$ cat src/rtl/serial_adder_pkg.sv
// Shared types and helpers for the digit-serial adder/subtractor.
// Holds the controller state encoding and counter sizing.
package serial_adder_pkg;

    typedef enum logic [1:0] {
        IDLE,
        RUN,
        DONE
    } state_t;

    // Digit counter width; never below one bit, even for N=1.
    function automatic int cnt_w(input int n);
        return (n < 2) ? 1 : $clog2(n);
    endfunction

endpackage

$ cat src/rtl/fa_digit.sv
// DIGIT-bit ripple-carry adder built from full-adder cells.
// Also exposes the carry into the top bit for overflow detection.
module fa_digit #(
    parameter int D = 4
) (
    input  logic [D-1:0] a,
    input  logic [D-1:0] b,
    input  logic         ci,
    output logic [D-1:0] s,
    output logic         co,
    output logic         c_msb
);

    logic [D:0] c;

    assign c[0] = ci;

    for (genvar i = 0; i < D; i++) begin : g_fa
        logic p;
        logic g1;
        logic g2;
        // first half adder: operand bits
        assign p  = a[i] ^ b[i];
        assign g1 = a[i] & b[i];
        // second half adder: partial sum with incoming carry
        assign s[i]   = p ^ c[i];
        assign g2     = p & c[i];
        assign c[i+1] = g1 | g2;
    end

    assign co    = c[D];
    assign c_msb = c[D-1];

endmodule

$ cat src/rtl/serial_adder.sv
// Digit-serial adder/subtractor: WIDTH bits processed DIGIT per clock.
// Operands and results move over registered valid/ready handshakes.
module serial_adder
    import serial_adder_pkg::*;
#(
    parameter int WIDTH = 16,
    parameter int DIGIT = 4
) (
    input  logic             clk,
    input  logic             rst_n,
    input  logic             in_valid,
    output logic             in_ready,
    input  logic [WIDTH-1:0] a,
    input  logic [WIDTH-1:0] b,
    input  logic             cin,
    input  logic             sub,
    output logic             out_valid,
    input  logic             out_ready,
    output logic [WIDTH-1:0] sum,
    output logic             cout,
    output logic             ovf
);

    localparam int N  = WIDTH / DIGIT;
    localparam int CW = cnt_w(N);

    if (DIGIT < 1 || DIGIT > WIDTH || (WIDTH % DIGIT) != 0) begin : g_bad
        $fatal(1, "serial_adder: DIGIT must divide WIDTH and lie in 1..WIDTH");
    end

    state_t           state;
    state_t           state_n;
    logic [WIDTH-1:0] opa;
    logic [WIDTH-1:0] opb;
    logic [WIDTH-1:0] sumr;
    logic [WIDTH-1:0] sum_sh;
    logic             carry;
    logic             cout_r;
    logic             ovf_r;
    logic [CW-1:0]    cnt;
    logic [DIGIT-1:0] ds;
    logic             dco;
    logic             dmsb;
    logic             accept;
    logic             last;

    assign in_ready  = (state == IDLE);
    assign out_valid = (state == DONE);
    assign accept    = in_valid && in_ready;
    assign last      = (cnt == CW'(N - 1));

    fa_digit #(
        .D(DIGIT)
    ) u_dig (
        .a    (opa[DIGIT-1:0]),
        .b    (opb[DIGIT-1:0]),
        .ci   (carry),
        .s    (ds),
        .co   (dco),
        .c_msb(dmsb)
    );

    // New digit enters at the MSB end so the result lands aligned after N shifts.
    if (N == 1) begin : g_one
        assign sum_sh = ds;
    end else begin : g_many
        assign sum_sh = {ds, sumr[WIDTH-1:DIGIT]};
    end

    always_ff @(posedge clk or negedge rst_n) begin
        if (!rst_n) begin
            state <= IDLE;
        end else begin
            state <= state_n;
        end
    end

    always_comb begin
        state_n = state;
        unique case (state)
            IDLE:    if (in_valid) state_n = RUN;
            RUN:     if (last) state_n = DONE;
            DONE:    if (out_ready) state_n = IDLE;
            default: state_n = IDLE;
        endcase
    end

    always_ff @(posedge clk or negedge rst_n) begin
        if (!rst_n) begin
            opa    <= '0;
            opb    <= '0;
            sumr   <= '0;
            carry  <= 1'b0;
            cnt    <= '0;
            cout_r <= 1'b0;
            ovf_r  <= 1'b0;
        end else if (accept) begin
            // subtraction: invert B and seed the carry with the inverted borrow
            opa   <= a;
            opb   <= b ^ {WIDTH{sub}};
            carry <= cin ^ sub;
            cnt   <= '0;
        end else if (state == RUN) begin
            opa   <= opa >> DIGIT;
            opb   <= opb >> DIGIT;
            sumr  <= sum_sh;
            carry <= dco;
            cnt   <= cnt + CW'(1);
            if (last) begin
                cout_r <= dco;
                ovf_r  <= dco ^ dmsb;
            end
        end
    end

    assign sum  = sumr;
    assign cout = cout_r;
    assign ovf  = ovf_r;

endmodule

$ cat config.mk
export PLATFORM = sky130hd
export DESIGN_NAME = serial_adder
export DESIGN_NICKNAME = d
export VERILOG_FILES = /design/src/rtl/serial_adder_pkg.sv /design/src/rtl/fa_digit.sv /design/src/rtl/serial_adder.sv
export SDC_FILE = /design/constraint.sdc
export NUM_CORES = 1
export LEC_CHECK = 0
export BUFFER_PORTS_ARGS = -buffer_cell sky130_fd_sc_hd__buf_2
export CORE_MARGIN = 2
export CORE_UTILIZATION = 53
export CTS_CLUSTER_DIAMETER = 120
export DETAILED_ROUTE_END_ITERATION = 8
export GPL_ROUTABILITY_DRIVEN = 1
export MAX_ROUTING_LAYER = met4
export PLACE_DENSITY = 0.79
export SETUP_SLACK_MARGIN = 0.3
export SLEW_MARGIN = 0
export SYNTH_ARGS = -nofsm -noshare
export SYNTH_HDL_FRONTEND = slang
export SYNTH_SLANG_ARGS = --single-unit
$ cat constraint.sdc
create_clock -name clk -period 2.6 [get_ports clk]
set_input_delay 0.13 -clock clk [delete_from_list [all_inputs] [get_ports clk]]
set_output_delay 0.13 -clock clk [all_outputs]
set_load 0.005 [all_outputs]
Word level (Yosys, flattened, before mapping)
Cells that the tools add are included.

Register bits after elaboration: 55. Input port bits: 38. Logic and storage cells: 57.

Bitwise operators: 24. Equal/unequal tests: 6. $add $sub $neg: 1. Muxes and demuxes: 12. Reduce and logical (&&, ||, !) cells: 6.

Operators by type and width (count): $mux 16 (4); $xor 16x16->16 (1); $mux 2 (5); $xor 1x1->1 (10); $and 1x1->1 (8); $pmux 2 s3 (1); $reduce_and 3->1 (2); $eq 2x2->1 const B (2); $ne 2x2->1 const B (2); $or 1x1->1 (4); $add 2x1->2 const B (1); $eq 2x1->1 const B (1); $logic_not 2->1 (1); $mux 1 (2); $ne 2x1->1 const B (1); $reduce_and 2->1 (1); $reduce_bool 2->1 (1); $logic_and 1x1->1 (1); $not 1->1 (1).

Longest topological paths before layout
Gate-level depths: netlist of run 1.

Word-level depth: 11. Mapped depth: 10. Depth with buffers taken out: 10.

By module
A second synthesis of run 1 with hierarchy kept.

Cells, all modules: 258. Area, all modules: 2541.2 µm².

Modules (own cells, without submodules): serial_adder (seq. area each 1376.3 µm², cells each 244, instances 1, area an instance 2423.6 µm²); fa_digit (seq. area each 0.0 µm², cells each 14, instances 1, area an instance 117.6 µm²).

Worst setup path after synthesis of run 1
No wires, ideal clock.

Path type: register to register. From: reg opa[0]. To: reg sumr[15] (netlist: sum[15]). Slack: 523 ps. Arrival: 1995 ps. Library setup time: 83 ps. Required time: 2517 ps. Stages on the path, launching flop included: 9. Path through: dfrtp_1 > inv_1 > fa_1 > inv_1 > fa_1 > fa_1 > inv_1 > fa_1 > o21ai_0.

Longest elaborated chain between the ends: 8. Elaborated cells between the ends (all ways): 9.

RTL lines: start, declared (line serial_adder.sv:33) `logic [WIDTH-1:0] opa;`; start signal, assigned (line serial_adder.sv:104) `opa <= opa >> DIGIT;`; $xor 1x1->1 (line fa_digit.sv:23) `assign p = a[i] ^ b[i];`; $and 1x1->1 (line fa_digit.sv:27) `assign g2 = p & c[i];`; $or 1x1->1 * (line fa_digit.sv:28) `assign c[i+1] = g1 | g2;`; $and 1x1->1 * (line fa_digit.sv:27); $or 1x1->1 * (line fa_digit.sv:28); $and 1x1->1 * (line fa_digit.sv:27); $or 1x1->1 * (line fa_digit.sv:28); $xor 1x1->1 * (line fa_digit.sv:26) `assign s[i] = p ^ c[i];`; end signal, assigned (line serial_adder.sv:106) `sumr <= sum_sh;`; end, declared (line serial_adder.sv:35) `logic [WIDTH-1:0] sumr;`.

Mark *: on every way between the ends. The rest lies on a longest branch, timed or not. A chain may end at the register's enable or synchronous reset.

Worst setup path in the final report of run 1
From: reg opb[0]. To: reg sumr[15] (netlist: sum[15]).

Longest elaborated chain between the ends: 8. Elaborated cells between the ends (all ways): 9.

RTL lines: start, declared (line serial_adder.sv:34) `logic [WIDTH-1:0] opb;`; start signal, assigned (line serial_adder.sv:100) `opb <= b ^ {WIDTH{sub}};`; start signal, assigned (line serial_adder.sv:105) `opb <= opb >> DIGIT;`; $xor 1x1->1 (line fa_digit.sv:23); $and 1x1->1 (line fa_digit.sv:27); $or 1x1->1 * (line fa_digit.sv:28); $and 1x1->1 * (line fa_digit.sv:27); $or 1x1->1 * (line fa_digit.sv:28); $and 1x1->1 * (line fa_digit.sv:27); $or 1x1->1 * (line fa_digit.sv:28); $xor 1x1->1 * (line fa_digit.sv:26).

Marks and branches as above.

==> impl_results.md, run 1 <==
- Sw Pwr: 1.30 mW
- Setup crit end kind: flip-flop
- Yosys cell types: 25
- Detail Placement HPWL: 3420 µm
- Total grt overflow: 0
- Syn-to-layout area delta: 17.6%
- Max frequency: 0.471 GHz
- Post-synth top area share: 55.0%
- Die Wd: 72.7 µm
- Slew Limit Fails: 0
- Synth area leader: dfrtp_1
- Initial Util: 54.1%
- Logic pwr share: 39.6%
- Status: complete, no violations
- Die area: 0.00529 mm²
- Clock Power Share: 17.1%
- Critical path arrival: 2.36 ns
- Worst min path class: input pin to flip-flop
- Antenna Nets Post-Route: 0
- DR DRC count: 0
- Main area contributors after synthesis: dfrtp_1, nand2_1, xnor2_1
- Share of layout cells above drive strength 1: 26.1%
- Number of global-route vias before repair: 1778
- Sw Ratio: 38.1%
- IO Port Bufs: 57
- Routed via count: 1847
- CTS Buffer Depth: 2
- Crit path max fanout: 2
- CTS tree: yes
- Yosys warns: 0
- Util after Layout: 63.6%
- WP data required: 2.83 ns
- Minimum clock period: 2.12 ns
- Setup-failing EPs final: 0
- Avg Inst Size Synth: 9.97 µm²
- Post-route clock skew: 0.00582 ns
- Lkg Pwr: 1.53 nW
- I/O pin cnt: 58
- Die H: 72.7 µm
- Yosys reg bits: 55
- Power per standard cell area: 1160 mW/mm²
- Worst slew pin tran: 0.903 ns
- Register share of total power: 43.3%
- Core area: 0.00463 mm²
- RD Place Congestion: 0.824
- Clock insertion delay at the later pin of the skew report: 0.31 ns
- WL per Instance: 13.3 µm
- Register area share after synthesis: 55.0%
- Clock tree sinks: 55
- CP Class: flip-flop to flip-flop
- Drt pass-1 iters: 4
- Mapped cell area: 0.00250 mm²
- Hold Vio Cnt, Final: 0
- Max Cap Viol: 0
- Initial antenna violation count: 0
- Unrepaired setup endpoints after global routing: false
- Clock transition at the registers of the reported paths: 0.10 ns
- Routed WL: 4820 µm
- Synth Net Count: 294
- Rel. slew slack: 39.8%
- H-tree levels: 2
- First-pass GRT wire length: 8310 µm
- Maximum vdd drop: 0.710 mV
- Design Area, Final: 0.00295 mm²
- Syn Inst Count: 251
- Internal: 2.12 mW
- Row count: 25
- Ant diodes: 0
- Post-Place Cell Area: 0.00280 mm²
- Final net count: 349
- Drt initial violations: 157
- Largest net degree at the start of global routing: 37
- Total track usage: 21.2%
- Cts bufs inserted: 5
- Period Utilization, post-route: 81.7%
- Final setup TNS: 0 ns
- Critical Path Start Type: flip-flop
- Via density per instance: 5.12
- Root Buffer: clkbuf_8
==> sequential cells by signal, indices dropped and copies added (netlist names) <==
| signal | flops |
|---|---|
| opa | 16 |
| opb | 16 |
| sum | 16 |
| cnt | 2 |
| state | 2 |
| carry | 1 |
| cout | 1 |
| ovf | 1 |
==> final cells by class <==
cell class,instances,area [µm²]
inverters,8,30.0
repair buffers,65,350
fillers,398,1680
flip-flops and latches,55,1380
multi-input cells,171,1000
well taps,54,67.6
clock inverters,2,35.0
clock buffers,6,82.6
==> stage by stage <==
stage | total power, mW | hold slack, ns | std cells | setup slack (ns)
after floorplan | 2.44 | -0.166 | 251 | 0.523
after CTS | 3.46 | 0.000763 | 361 | 0.364
after detailed placement | 2.86 | 0.0664 | 351 | 0.389
after global routing | 3.74 | 0.00786 | 361 | 0.305
final | 3.43 | 0.00231 | 361 | 0.476
after global placement | 2.80 | 0.0636 | 351 | 0.484
==> placed cells by master (no fill, tap or decap), types with 4 or more instances in the layout <==
cell type	instances
buf_4	6
buf_2	57
a221o_2	4
nand2_1	81
o21ai_0	7
nand3_1	9
inv_1	8
clkbuf_8	6
dfrtp_1	55
a221o_1	8
nor2_1	13
o21ai_1	5
xnor2_1	17
a22oi_1	12
==> worst paths after layout <==
kind	depth (start not counted)	slack, ns	end	start
min reg2reg	2	0.48	sum[3]$_DFFE_PN0P_	sum[3]$_DFFE_PN0P_
min in group asynchronous	2	0.25	sum[5]$_DFFE_PN0P_	rst_n
min	3	0.002	opa[12]$_DFFE_PN0P_	a[12]
max in group asynchronous	3	1.68	opa[6]$_DFFE_PN0P_	rst_n
max	8	0.48	sum[15]$_DFFE_PN0P_	opb[0]$_DFFE_PN0P_
max reg2reg	8	0.48	sum[15]$_DFFE_PN0P_	opb[0]$_DFFE_PN0P_
==> worst max-delay path: stages, from the launching register on <==
cell and delay, ns:
dfrtp_1 0.39, inv_1 0.09, fa_1 0.17, inv_1 0.06
fa_2 0.34, fa_2 0.36, inv_1 0.08, fa_2 0.41
o21ai_0 0.16
==> power groups by stage <==
| stage | logic, mW | clock network (mW) | registers, mW |
|---|---|---|---|
| final | 1.36 | 0.587 | 1.48 |
| after global routing | 1.57 | 0.637 | 1.53 |
| after CTS | 1.37 | 0.604 | 1.48 |
| after detailed placement | 1.37 | 0 | 1.49 |
| after global placement | 1.32 | 0 | 1.48 |
| after floorplan | 1.01 | 0 | 1.43 |
==> logic make-up (layout without fill, tap and decap cells) <==
kind of cell | Yosys count | in the layout | share of synthesized area [%]
xor gates and xnor gates | 18 | 18 | 6.30
buffers and inverters | 25 | 81 | 5.35
DFF | 55 | 55 | 55.0
AOI/OAI and AO/OA | 38 | 38 | 11.6
and+or+nand+nor | 110 | 110 | 18.1
adders and majority gates | 5 | 5 | 3.70
==> cells in the mapped netlist <==
cell type and number:
nand2_1 81, dfrtp_1 55, xnor2_1 17, nor2_1 13, a22oi_1 12, nand3_1 9
a221o_1 8, inv_1 8, buf_2 7, o21ai_0 7, clkbuf_1 5, o21ai_1 5
a221o_2 4, buf_6 4, fa_1 4, nand2b_1 2, nand3b_1 2, clkbuf_2 1
ha_1 1, nor2b_1 1, nor3b_2 1, o211ai_1 1, o21bai_1 1, or3b_1 1
xor2_1 1
==> layer usage <==
layer / vias up / global-route usage [%] / wire length (µm) / part of all wire [%]
met5: - / - / 0 / 0
li1: 931 / - / - / -
met1: 852 / 30.2 / 2340 / 49
met3: 10 / 5.11 / 256 / 5.3
met2: 54 / 30.2 / 2150 / 45
met4: 0 / 6.58 / 72 / 1.5
==> repair_timing <==
item / 4_1_cts / 5_1_grt
gates resized for setup: 0 / 3
setup endpoints to repair: 0 / 2
setup buffers: 0 / 0
endpoints found under the hold margin: 16 / 0
hold buffers: 2 / 0
Note: power is estimated with default switching activity, not from simulation.
==> run 2, diff against run 1 <==
--- a/config.mk
+++ b/config.mk
@@ -5,14 +5,15 @@
 export SDC_FILE = /design/constraint.sdc
 export NUM_CORES = 1
 export LEC_CHECK = 0
+export ABC_AREA = 1
 export BUFFER_PORTS_ARGS = -buffer_cell sky130_fd_sc_hd__buf_2
 export CORE_MARGIN = 2
-export CORE_UTILIZATION = 53
+export CORE_UTILIZATION = 48
 export CTS_CLUSTER_DIAMETER = 120
 export DETAILED_ROUTE_END_ITERATION = 8
 export GPL_ROUTABILITY_DRIVEN = 1
 export MAX_ROUTING_LAYER = met4
-export PLACE_DENSITY = 0.79
+export PLACE_DENSITY = 0.75
 export SETUP_SLACK_MARGIN = 0.3
 export SLEW_MARGIN = 0
 export SYNTH_ARGS = -nofsm -noshare
==> constraint.sdc (replaced) <==
create_clock -name clk -period 1.8 [get_ports clk]
set_input_delay 0.09 -clock clk [delete_from_list [all_inputs] [get_ports clk]]
set_output_delay 0.09 -clock clk [all_outputs]
set_load 0.005 [all_outputs]
==> impl_results.md, run 2 <==
- Worst slack at placement: -0.287 ns
- Setup-failing EPs final: 4
- Most frequent CP cell: fa_2
- Final Non-Filler Cells: 426
- Ys flop type: dfrtp_1
- Cts bufs inserted: 5
- Worst slew pin tran: 0.536 ns
- EDFF count, synth: 0
- Critical path arrival: 2.25 ns
- Die Wd: 76.3 µm
- Period Utilization, post-route: 114%
- Power per standard cell area: 1490 mW/mm²
- Initial antenna violation count: 0
- Largest net degree at the start of global routing: 36
- Syn Inst Count: 284
- Clock insertion delay at the later pin of the skew report: 0.31 ns
- Via density per instance: 4.66
- Routed via count: 1985
- Detail Placement HPWL: 3300 µm
- Final net count: 398
- Buf+Inv Stages, Crit Path: 4
- Critical path, cell by cell: inv_2 > fa_2 > inv_2 > fa_2 > fa_2 > inv_2 > fa_2 > inv_1 > nand3_1 > nand2_1 > o21ai_1 > nand2_1
- Status: complete, but fails checks
- Clock tree sinks: 55
- Violated checks: negative setup slack
- Syn-to-layout area delta: 23.6%
- Total power: 4.63 mW
- Drt pass-1 iters: 4
- Synth Area in Adders: 3.69%
- Mux share of post-synthesis cell area: 0%
- Final worst slack: -0.245 ns
- Yosys cell types: 21
- Minimum clock period: 2.05 ns
- Hold Vio Cnt, Final: 0
- Total grt overflow: 0
- CTS Buffer Depth: 2
- Util after Layout: 61.2%
- Post-route clock skew: 0.00743 ns
- Unrepaired setup endpoints after global routing: true
- Design Area, Final: 0.00310 mm²
- Asr flop ratio synth: 100%
- Drt initial violations: 133
- Ant diodes: 0
- Synth Area in Compound Gates: 5.23%
- Worst min path class: input pin to flip-flop
- Final setup TNS: -0.722 ns
- CTS tree: yes
- Top post-synthesis cells by count: nand2_1, dfrtp_1, nand3_1
- Avg Inst Size Synth: 8.85 µm²
- Max frequency: 0.489 GHz
- Row count: 26
- Antenna Nets Post-Route: 0
- RD Place Congestion: 0.774
- Post-Synth Simple-Gate Area: 24.0%
- Lkg Pwr: 1.62 nW
- IO Port Bufs: 57
- Delay-heaviest family, CP: adder cells
- Max Cap Viol: 0
- Core area: 0.00507 mm²
- Most common cell after layout, fill and taps aside: nand2_1
- Clock transition at the registers of the reported paths: 0.09 ns
- Count leader, synth: nand2_1
- Die H: 76.3 µm
- Commonest cells after routing, fill and taps aside: nand2_1, buf_2, dfrtp_1
- Initial Util: 49.5%
- Largest family of logic cells by synthesized area: simple AND/OR/NAND/NOR gates
- Total track usage: 18.4%
- Share of layout cells above drive strength 1: 23.9%
- WL per Instance: 11.4 µm
- H-tree levels: 2
- Synth Area in XOR/XNOR: 5.93%
- Worst path max stage delay: 0.40 ns
- Post-synth top area share: 54.8%
- Hold_ws: 0.00306 ns
- Critical Path Start Type: flip-flop
- Register area share after synthesis: 54.8%
- Rel. slew slack: 64.3%
- Placed Instances: 403
- Root Buffer: clkbuf_8
- First-pass GRT wire length: 8510 µm
- Setup crit end kind: flip-flop
- Post-Place Cell Area: 0.00287 mm²
- Number of global-route vias before repair: 1950
- Synth Net Count: 327
- Maximum vdd drop: 0.812 mV
- Routed WL: 4850 µm
- Worst path slowest cell: dfrtp_1
- Main area contributors after synthesis: dfrtp_1, nand2_1, nand3_1
- Yosys warns: 0
- WP data required: 2.00 ns
- I/O pin cnt: 58
- Yosys reg bits: 55
- CP Class: flip-flop to flip-flop
- Mapped cell area: 0.00251 mm²
- Slew Limit Fails: 0
- Die area: 0.00583 mm²
- Crit path max fanout: 3
- Synth area leader: dfrtp_1
- DR DRC count: 0
run 2: cell count changes in the layout (fill, tap and decap cells not counted), moves of 10 or more:
cell	change
xnor2_1	-13
nand3_1	+16
xor2_1	+12
nand2_1	+40
dlygate4sd3_1	+12
nor2_1	-12
o21ai_0	+10
a22oi_1	-12
run 2: kinds of logic after synthesis:
logic type,after synthesis
AND/OR/NAND/NOR,150
AO/OA/AOI/OAI,25
adder cells (fa/ha/maj),5
XOR/XNOR,17
buffers and inverters,32
flip-flops,55
run 2: path summary, 6_finish.rpt:
| check | start | endpoint | slack, ns | depth (start not counted) |
|---|---|---|---|---|
| min in group asynchronous | rst_n | sum[7]$_DFFE_PN0P_ | 0.31 | 2 |
| worst min-delay path | a[2] | opa[2]$_DFFE_PN0P_ | 0.003 | 3 |
| worst min register to register | sum[2]$_DFFE_PN0P_ | sum[2]$_DFFE_PN0P_ | 0.48 | 2 |
| max in group asynchronous | rst_n | opb[3]$_DFFE_PN0P_ | 0.94 | 3 |
| worst max register to register | opa[0]$_DFFE_PN0P_ | carry$_DFFE_PN0P_ | -0.25 | 12 |
| worst max-delay path | opa[0]$_DFFE_PN0P_ | carry$_DFFE_PN0P_ | -0.25 | 12 |
run 2: final cells by class:
| class | instances | area, µm² |
|---|---|---|
| clock buffers | 5 | 68.8 |
| clock inverters | 3 | 15.0 |
| fillers | 457 | 1970 |
| inverters | 19 | 76.3 |
| multi-input cells | 197 | 985 |
| flip-flops and latches | 55 | 1380 |
| well taps | 70 | 87.6 |
| repair buffers | 77 | 495 |
run 2: what timing repair did:
item | CTS | global route
pin swaps | 5 | 2
hold buffers | 14 | 0
endpoints found under the setup margin | 6 | 7
setup buffers | 1 | 0
gates resized for setup | 7 | 2
endpoints found under the hold margin | 34 | 0
run 2: worst register-to-register path: stages, from the launching register on:
cell and delay (ns):
dfrtp_1 0.40, inv_2 0.07, fa_2 0.19, inv_2 0.04
fa_2 0.33, fa_2 0.35, inv_2 0.07, fa_2 0.22
inv_1 0.05, nand3_1 0.07, nand2_1 0.05, o21ai_1 0.07
nand2_1 0.06
run 2: report_power, final:
| part | switching, mW | total, mW | leakage [nW] | internal (mW) |
|---|---|---|---|---|
| registers | 0.303 | 2.05 | 0.708 | 1.75 |
| logic | 1.13 | 1.92 | 0.861 | 0.794 |
| clock network | 0.395 | 0.662 | 0.0477 | 0.267 |
run 2: routing by layer:
layer / track usage [%] / vias to the layer above / part of all wire (%)
li1: - / 1023 / -
met1: 23.4 / 908 / 48
met2: 30.2 / 48 / 47
met3: 4.03 / 6 / 3.9
met4: 4.91 / 0 / 1.1
met5: - / - / 0
